==> src/rtl/cpu_pkg.sv <==
// Shared arbiter types and defaults for the memory arbiter slice.
package cpu_pkg;

    // Arbiter FSM states: idle plus one access state per transaction kind.
    typedef enum logic [1:0] {
        ST_IDLE   = 2'd0,
        ST_FETCH  = 2'd1,
        ST_DREAD  = 2'd2,
        ST_DWRITE = 2'd3
    } arb_state_e;

    // Default number of cycles one memory access occupies (minimum 2).
    localparam int ACCCYC_DEFAULT = 2;

    // Access state a data-port grant enters, chosen by the store flag.
    function automatic arb_state_e data_state(input logic is_write);
        arb_state_e st;
        if (is_write) begin
            st = ST_DWRITE;
        end else begin
            st = ST_DREAD;
        end
        return st;
    endfunction

endpackage

==> src/rtl/mem_arbiter_access_counter.sv <==
// Cycle counter for one memory access: counts 0..ACCCYC-1, saturates at the
// terminal count and clears whenever the arbiter enters a new state.
module access_counter
    import cpu_pkg::*;
#(
    parameter  int ACCCYC = ACCCYC_DEFAULT,
    localparam int CW     = (ACCCYC > 1) ? $clog2(ACCCYC) : 1
) (
    input  logic          clock,
    input  logic          reset,
    input  logic          clear,
    input  logic          enable,
    output logic [CW-1:0] count,
    output logic          tc
);

    localparam logic [CW-1:0] LAST_CNT = CW'(ACCCYC - 1);

    logic [CW-1:0] count_q;
    logic [CW-1:0] count_d;

    // Next count: clear wins, otherwise step while enabled and below terminal.
    always_comb begin
        count_d = count_q;
        if (clear) begin
            count_d = {CW{1'b0}};
        end else if (enable && (count_q != LAST_CNT)) begin
            count_d = count_q + CW'(1'b1);
        end else begin
            count_d = count_q;
        end
    end

    // Count register, forced to zero by the asynchronous reset.
    always_ff @(posedge clock or negedge reset) begin
        if (!reset) begin
            count_q <= {CW{1'b0}};
        end else begin
            count_q <= count_d;
        end
    end

    assign count = count_q;
    assign tc    = (count_q == LAST_CNT);

endmodule

==> src/rtl/mem_arbiter.sv <==
// Two-port memory arbiter: an instruction-fetch port and a load/store data
// port share one synchronous memory. Each access lasts ACCCYC cycles; ready
// is raised in the final cycle while read data arrives straight from memory.
module mem_arbiter
    import cpu_pkg::*;
#(
    parameter int WIDTH  = 8,
    parameter int ACCCYC = ACCCYC_DEFAULT
) (
    input  logic             clock,
    input  logic             reset,
    // fetch port
    input  logic             ifReq,
    input  logic [WIDTH-1:0] ifAddr,
    output logic             ifReady,
    output logic [WIDTH-1:0] ifData,
    // data port
    input  logic             dReq,
    input  logic             dWrite,
    input  logic [WIDTH-1:0] dAddr,
    input  logic [WIDTH-1:0] dWdata,
    output logic             dReady,
    output logic [WIDTH-1:0] dRdata,
    // memory side
    output logic             memWe,
    output logic [WIDTH-1:0] memAddr,
    output logic [WIDTH-1:0] memWdata,
    input  logic [WIDTH-1:0] memRdata,
    // pipeline stalls and sticky protocol error
    output logic             stallF,
    output logic             stallM,
    output logic             protErr
);

    localparam int CW = (ACCCYC > 1) ? $clog2(ACCCYC) : 1;

    arb_state_e    state_q;
    arb_state_e    state_d;
    logic          last_data_q;
    logic          last_data_d;
    logic          prot_err_q;
    logic          prot_err_d;

    logic [CW-1:0] cnt_count_s;
    logic          cnt_tc_s;
    logic          cnt_clear_s;
    logic          cnt_enable_s;

    logic             if_ready_s;
    logic             d_ready_s;
    logic             mem_we_s;
    logic [WIDTH-1:0] mem_addr_s;
    logic [WIDTH-1:0] mem_wdata_s;

    // Counter restarts on every state change; a requester is never handed
    // straight back to itself, so a change of state marks every new access.
    assign cnt_clear_s  = (state_d != state_q);
    assign cnt_enable_s = (state_q != ST_IDLE);

    access_counter #(
        .ACCCYC (ACCCYC)
    ) u_access_counter (
        .clock  (clock),
        .reset  (reset),
        .clear  (cnt_clear_s),
        .enable (cnt_enable_s),
        .count  (cnt_count_s),
        .tc     (cnt_tc_s)
    );

    // Next-state, grant bookkeeping and protocol-error detection.
    always_comb begin
        state_d     = state_q;
        last_data_d = last_data_q;
        prot_err_d  = prot_err_q;
        case (state_q)
            ST_IDLE: begin
                // data wins a tie unless it was the last one served
                if (dReq && (!ifReq || !last_data_q)) begin
                    state_d     = data_state(dWrite);
                    last_data_d = 1'b1;
                end else if (ifReq) begin
                    state_d     = ST_FETCH;
                    last_data_d = 1'b0;
                end else begin
                    state_d = ST_IDLE;
                end
            end
            ST_FETCH: begin
                if (!ifReq) begin
                    // requester abandoned the access before completion
                    state_d    = ST_IDLE;
                    prot_err_d = 1'b1;
                end else if (cnt_tc_s) begin
                    if (dReq) begin
                        state_d     = data_state(dWrite);
                        last_data_d = 1'b1;
                    end else begin
                        state_d = ST_IDLE;
                    end
                end else begin
                    state_d = ST_FETCH;
                end
            end
            ST_DREAD, ST_DWRITE: begin
                if (!dReq) begin
                    // abort; a store already written stays written
                    state_d    = ST_IDLE;
                    prot_err_d = 1'b1;
                end else if (cnt_tc_s) begin
                    if (ifReq) begin
                        state_d     = ST_FETCH;
                        last_data_d = 1'b0;
                    end else begin
                        state_d = ST_IDLE;
                    end
                end else begin
                    state_d = state_q;
                end
            end
            default: begin
                state_d = ST_IDLE;
            end
        endcase
    end

    // Arbiter state, fairness bit and sticky error, all cleared by reset.
    always_ff @(posedge clock or negedge reset) begin
        if (!reset) begin
            state_q     <= ST_IDLE;
            last_data_q <= 1'b0;
            prot_err_q  <= 1'b0;
        end else begin
            state_q     <= state_d;
            last_data_q <= last_data_d;
            prot_err_q  <= prot_err_d;
        end
    end

    // Memory-side drive and ready decode from the registered state and count.
    always_comb begin
        if_ready_s  = 1'b0;
        d_ready_s   = 1'b0;
        mem_we_s    = 1'b0;
        mem_addr_s  = {WIDTH{1'b0}};
        mem_wdata_s = {WIDTH{1'b0}};
        case (state_q)
            ST_FETCH: begin
                mem_addr_s = ifAddr;
                if_ready_s = cnt_tc_s & ifReq;
            end
            ST_DREAD: begin
                mem_addr_s = dAddr;
                d_ready_s  = cnt_tc_s & dReq;
            end
            ST_DWRITE: begin
                mem_addr_s  = dAddr;
                mem_wdata_s = dWdata;
                d_ready_s   = cnt_tc_s & dReq;
                mem_we_s    = (cnt_count_s == {CW{1'b0}});
            end
            default: begin
                mem_addr_s = {WIDTH{1'b0}};
            end
        endcase
    end

    assign ifReady  = if_ready_s;
    assign dReady   = d_ready_s;
    assign memWe    = mem_we_s;
    assign memAddr  = mem_addr_s;
    assign memWdata = mem_wdata_s;

    // Read data comes straight from the memory; meaningful only with ready.
    assign ifData   = memRdata;
    assign dRdata   = memRdata;

    assign stallF   = ifReq & ~if_ready_s;
    assign stallM   = dReq & ~d_ready_s;
    assign protErr  = prot_err_q;

endmodule

==> config.mk <==
export PLATFORM = sky130hd
export DESIGN_NAME = mem_arbiter
export DESIGN_NICKNAME = d
export VERILOG_FILES = /design/src/rtl/cpu_pkg.sv /design/src/rtl/mem_arbiter_access_counter.sv /design/src/rtl/mem_arbiter.sv
export SDC_FILE = /design/constraint.sdc
export NUM_CORES = 1
export LEC_CHECK = 0
export BUFFER_PORTS_ARGS = -buffer_cell sky130_fd_sc_hd__clkbuf_2
export CELL_PAD_IN_SITES_DETAIL_PLACEMENT = 2
export CELL_PAD_IN_SITES_GLOBAL_PLACEMENT = 2
export CORE_ASPECT_RATIO = 2
export CORE_MARGIN = 3
export CORE_UTILIZATION = 16
export CTS_BUF_LIST = sky130_fd_sc_hd__clkbuf_16
export CTS_CLUSTER_DIAMETER = 120
export CTS_CLUSTER_SIZE = 20
export DETAILED_ROUTE_END_ITERATION = 8
export PLACE_DENSITY = 0.92
export SETUP_SLACK_MARGIN = 0.15
export SYNTH_ARGS = -nofsm -noshare
export SYNTH_HDL_FRONTEND = slang
export SYNTH_HIERARCHICAL = 1
export SYNTH_SLANG_ARGS = --single-unit
==> constraint.sdc <==
create_clock -name clock -period 4 [get_ports clock]
set_input_delay 0.8 -clock clock [delete_from_list [all_inputs] [get_ports clock]]
set_output_delay 0.8 -clock clock [all_outputs]
set_load 0.005 [all_outputs]
### Yosys cells after proc, flatten, opt, wreduce, memory -nomap -nowiden

Cells that the tools add are included.

* $add $sub $neg: 1
* equality and inequality tests: 11
* mux-type cells: 27
* bitwise gates (word level): 7
* reductions and logical operators: 12

Operator list (number)
* $mux 1: 16
* $pmux 8 s2: 1
* $mux 2: 6
* $mux 8: 1
* $ne 2x2->1 const B: 4
* $ne 2x1->1 const B: 3
* $pmux 2 s3: 1
* $reduce_bool 2->1: 3
* $reduce_and 5->1: 1
* $and 1x1->1: 4
* $eq 2x2->1 const B: 2
* $not 1->1: 3
* $pmux 1 s3: 1
* $reduce_and 3->1: 1
* $eq 2x1->1 const B: 1
* $logic_and 1x1->1: 2
* $logic_not 1->1: 2
* $logic_not 2->1: 1
* $ne 2x2->1: 1
* $pmux 1 s2: 1
* $reduce_or 2->1: 1
* $add 1x1->1 const B: 1
* $logic_or 1x1->1: 1

* register bits after elaboration: 5
* output and inout port bits: 38
* word-level logic and storage cells: 62

### Depth between registers and ports, before layout

* depth after elaboration: 7
* mapped depth: 6
* depth with buffers taken out: 5

### Hierarchy

The synthesis kept the hierarchy.

Modules (own cells, without submodules)
* mem_arbiter: times used 1, cells an instance 82, area an instance 604.3 um2, sequential area each 100.1 um2
* access_counter: times used 1, cells an instance 3, area an instance 42.5 um2, sequential area each 25.0 um2

### Least setup slack after synthesis

Ideal clock, no wire load.

* kind: input port to output port
* start point: in ifReq
* end point: out stallF
* data arrival time: 1.269 ns
* required time: 3.200 ns
* slack: 1.931 ns
* cell stages on the path: 4
* buffers on the path: 1
* cells stage by stage: buf_2 > nand3_1 > nor2_1 > nor2b_1

* longest elaborated chain between the ends: 4

RTL lines
* start: declaration: line mem_arbiter.sv:13 `input logic ifReq,`
* $and 1x1->1: line mem_arbiter.sv:150 `if_ready_s = cnt_tc_s & ifReq;`
* $mux 1: line mem_arbiter.sv:147 `case (state_q)`
* via ifReady: line mem_arbiter.sv:15 `output logic ifReady,`
* $not 1->1: line mem_arbiter.sv:178 `assign stallF = ifReq & ~if_ready_s;`
* $and 1x1->1: line mem_arbiter.sv:178
* end: declaration: line mem_arbiter.sv:30 `output logic stallF,`

The timed path passes the listed nets, and every way through them passes these cells.

### Final worst setup path

* start point: reg state_q[1]
* end point: out memAddr[0]

* longest elaborated chain between the ends: 3
* elaborated cells between the ends (all ways): 5
* those cells by class: eq/ne (3); mux (1); reduce/logical (1)

RTL lines
* start: declaration: line mem_arbiter.sv:37 `arb_state_e state_q;`
* start signal: assignment: line mem_arbiter.sv:134 `state_q <= state_d;`
* $eq 2x2->1: line mem_arbiter.sv:147
* $reduce_or 2->1 (no source line)
* $pmux 8 s2 (*): line mem_arbiter.sv:147
* end: declaration: line mem_arbiter.sv:26 `output logic [WIDTH-1:0] memAddr,`

Mark *: on every way between the ends. The rest lies on a longest branch, timed or not.

==> results.json <==
{
  "clkLatencyLatePin_ps": 220,
  "final_util_pct": 22.52,
  "critPathRequiredTime_ps": 3200,
  "grt_pass1_vias": 793,
  "drc": 0,
  "holdWs_ps": 389.0,
  "cts_setup_buffers": 0,
  "drv_slew": 0,
  "met2_length_microns": 1360,
  "rows": 32,
  "grt_first_pass_wirelength_microns": 3705,
  "maxCapViolations": 0,
  "grt_max_degree": 31,
  "worst_pin_slew_ps": 855.6,
  "status": "completed",
  "start_util_pct": 16.66,
  "min_path_type": "in2async",
  "worstSetupPathType": "reg2out",
  "p_int_uw": 353.6,
  "holdBufCountCts": 0,
  "cts_tree": "done",
  "clk_pin_slew_ps": 30,
  "coreArea_sq_um": 3884,
  "htreeDepth": 1,
  "crit_chain": "nor2b_1, a22o_1, clkbuf_2",
  "setup_tns_ps": 0,
  "synth-seq-cells": 5,
  "cts-root-buf": "clkbuf_16",
  "clock_sinks": 5,
  "p_sw_uw": 234.5,
  "p_leak_nw": 0.5012,
  "initialDrtViolationCount": 3,
  "synth_area_per_cell_sq_um": 7.610,
  "fp.dieH_microns": 95.92,
  "vias_per_cell": 4.361,
  "first_pass_iters": 3,
  "wl_per_cell_microns": 15.03,
  "ioPinCount": 75,
  "dr.max_layer_used": "met4",
  "cp.arrival_ps": 1800,
  "finalHoldViolCount": 0,
  "synth_area_leaders": "buf_4 (20%), dfrtp_1 (19%), a22o_1 (11%)",
  "drt_wl_total_microns": 2495,
  "seqPwrFrac_pct": 24.9,
  "end_kind": "output pin",
  "rsz0062_at_grt": "no",
  "yosysWarnings": 6,
  "synth_top_area_share_pct": 19.73,
  "clk_path_buf_depth": 2,
  "synth_seq_area_share_pct": 19.34,
  "syn_area_sq_um": 646.9,
  "cp_max_fo": 30,
  "globalplace.congestion": 0.7194,
  "setup_violations": 0,
  "nNetsFinal": 153,
  "period_share_pct": 65.10,
  "dp_hpwl_microns": 2054,
  "grtUsageTotal_pct": 9.902,
  "syn-num-nets": 122,
  "wl_met1_microns": 843,
  "die_area_sq_um": 4888,
  "cts_resized": 0,
  "area_growth_pct": 35.20,
  "critPathLaunchType": "register",
  "power_frac_clock_pct": 27.1,
  "skew_ps": 1.447,
  "relSlewSlack_pct": 42.96,
  "rrSetupSlack_ps": 1880,
  "fillers": 481,
  "route.met3.wl_microns": 257,
  "synth.distinct_cells": 29,
  "ant_nets": 0,
  "swShare_pct": 39.87,
  "dr_total_vias": 724,
  "cpPeakStageDelay_ps": 890,
  "die_w_microns": 50.96,
  "overflow": 0,
  "cts_buffers": 3,
  "antenna_found_initial": 0,
  "port_buffers": 50,
  "comb_power_share_pct": 47.9,
  "max_freq_ghz": 0.3840,
  "num_antenna_cells": 0,
  "period_needed_ps": 2604,
  "synth_cells": 85,
  "slowest_stage": "dfrtp_1",
  "vdd_drop_max_mv": 0.3257,
  "yosys.area.top_type": "buf_4",
  "drive_gt1_share_pct": 49.57,
  "power.density_nw_per_um2": 672.4
}
==> metal layers <==
metal / global-route usage (%) / vias to the layer above
li1: - / 338
met1: 8.687 / 330
met2: 21.12 / 49
met3: 1.395 / 7
met4: 3.596 / 0
met5: 0 / -
==> cells by family after synthesis <==
group	count (synthesis)	share of synthesized area, %
mux	1	1.547
compound gates	22	27.08
buf+inv	26	26.69
flops	5	19.34
simple gates	31	25.34
==> area by class of cell <==
class	count	area, sq um	area share (%)
flip-flops and latches	5	125.1	14.31
repair buffers	50	250.2	28.61
multi-input cells	54	349.1	39.91
well taps	51	63.81	7.296
inverters	2	7.507	0.8584
clock buffers	3	75.07	8.584
clock inverters	1	3.754	0.4292
==> cells in the final DEF (no fill, tap or decap), drive strengths merged <==
cell and n:
inv 3, nand2 6, o21ba 1, a21bo 1, clkbuf 53, and3 8, o21a 1, a221o 1
a22o 8, dfrtp 5, o21ai 2, nor2 8, nand4b 1, o22ai 1, nand2b 2, or2 2
mux2i 1, a21oi 4, nor2b 2, a221oi 1, nor3b 1, a211o 1, a21o 1, nand3 1
==> metrics by stage <==
| step | std cells | cell area, sq um | power (mW) | setup WS, ps |
|---|---|---|---|---|
| finish | 166 | 874.6 | 0.5881 | 1396 |
| global route | 166 | 874.6 | 0.6339 | 1209 |
| floorplan | 85 | 646.9 | 0.3423 | 1931 |
| CTS | 166 | 874.6 | 0.5954 | 1366 |
| detailed placement | 162 | 795.8 | 0.4320 | 1590 |
| global placement | 162 | 795.8 | 0.4143 | 1647 |
==> state kept, by name, summed over array words and instances, names as in the netlist <==
signal,flops
protErr,1
u_access_counter/count,1
last_data_q,1
state_q,2
==> final timing paths <==
kind | cells after the start | end | startpoint
setup / recovery | 3 | memAddr[0] | state_q[1]$_DFF_PN0_
hold / removal | 1 | state_q[1]$_DFF_PN0_ | reset
setup reg to reg | 5 | u_access_counter/count$_DFFE_PN0P_ | state_q[1]$_DFF_PN0_
hold reg to reg | 1 | protErr$_DFFE_PN0P_ | protErr$_DFFE_PN0P_
max in group asynchronous | 1 | last_data_q$_DFFE_PN0P_ | reset
min in group clock | 1 | protErr$_DFFE_PN0P_ | protErr$_DFFE_PN0P_
==> power groups by stage <==
stage / Sequential [mW] / Combinational [mW] / Clock [mW]
4_1_cts: 0.147 / 0.287 / 0.161
6_report: 0.147 / 0.282 / 0.159
2_1_floorplan: 0.0822 / 0.260 / 0
5_1_grt: 0.157 / 0.312 / 0.164
3_5_place_dp: 0.150 / 0.282 / 0
3_3_place_gp: 0.145 / 0.270 / 0
==> Yosys cell counts <==
master,count
o21ai_1,1
a211o_1,1
buf_6,1
o22ai_1,1
mux2i_1,1
buf_2,3
nor2b_1,2
nand3_1,1
or2_2,1
o21ai_0,1
nor3b_1,1
nor2_1,8
a221o_1,1
nand2b_1,2
buf_4,17
a21o_1,1
and3_1,8
a221oi_2,1
a22o_1,8
or2_4,1
dfrtp_1,5
inv_1,2
a21bo_2,1
o21a_1,1
a21oi_1,4
clkbuf_1,3
o21ba_1,1
nand2_1,6
nand4b_1,1
==> worst max-delay path: cells and delay by family (launching register included) <==
kind	cells	cell delay [ps]
DFF	1	890
and+or+nand+nor	1	290
buffers and inverters	1	120
AOI/OAI and AO/OA	1	280
Power figures use the tool's default switching activity.
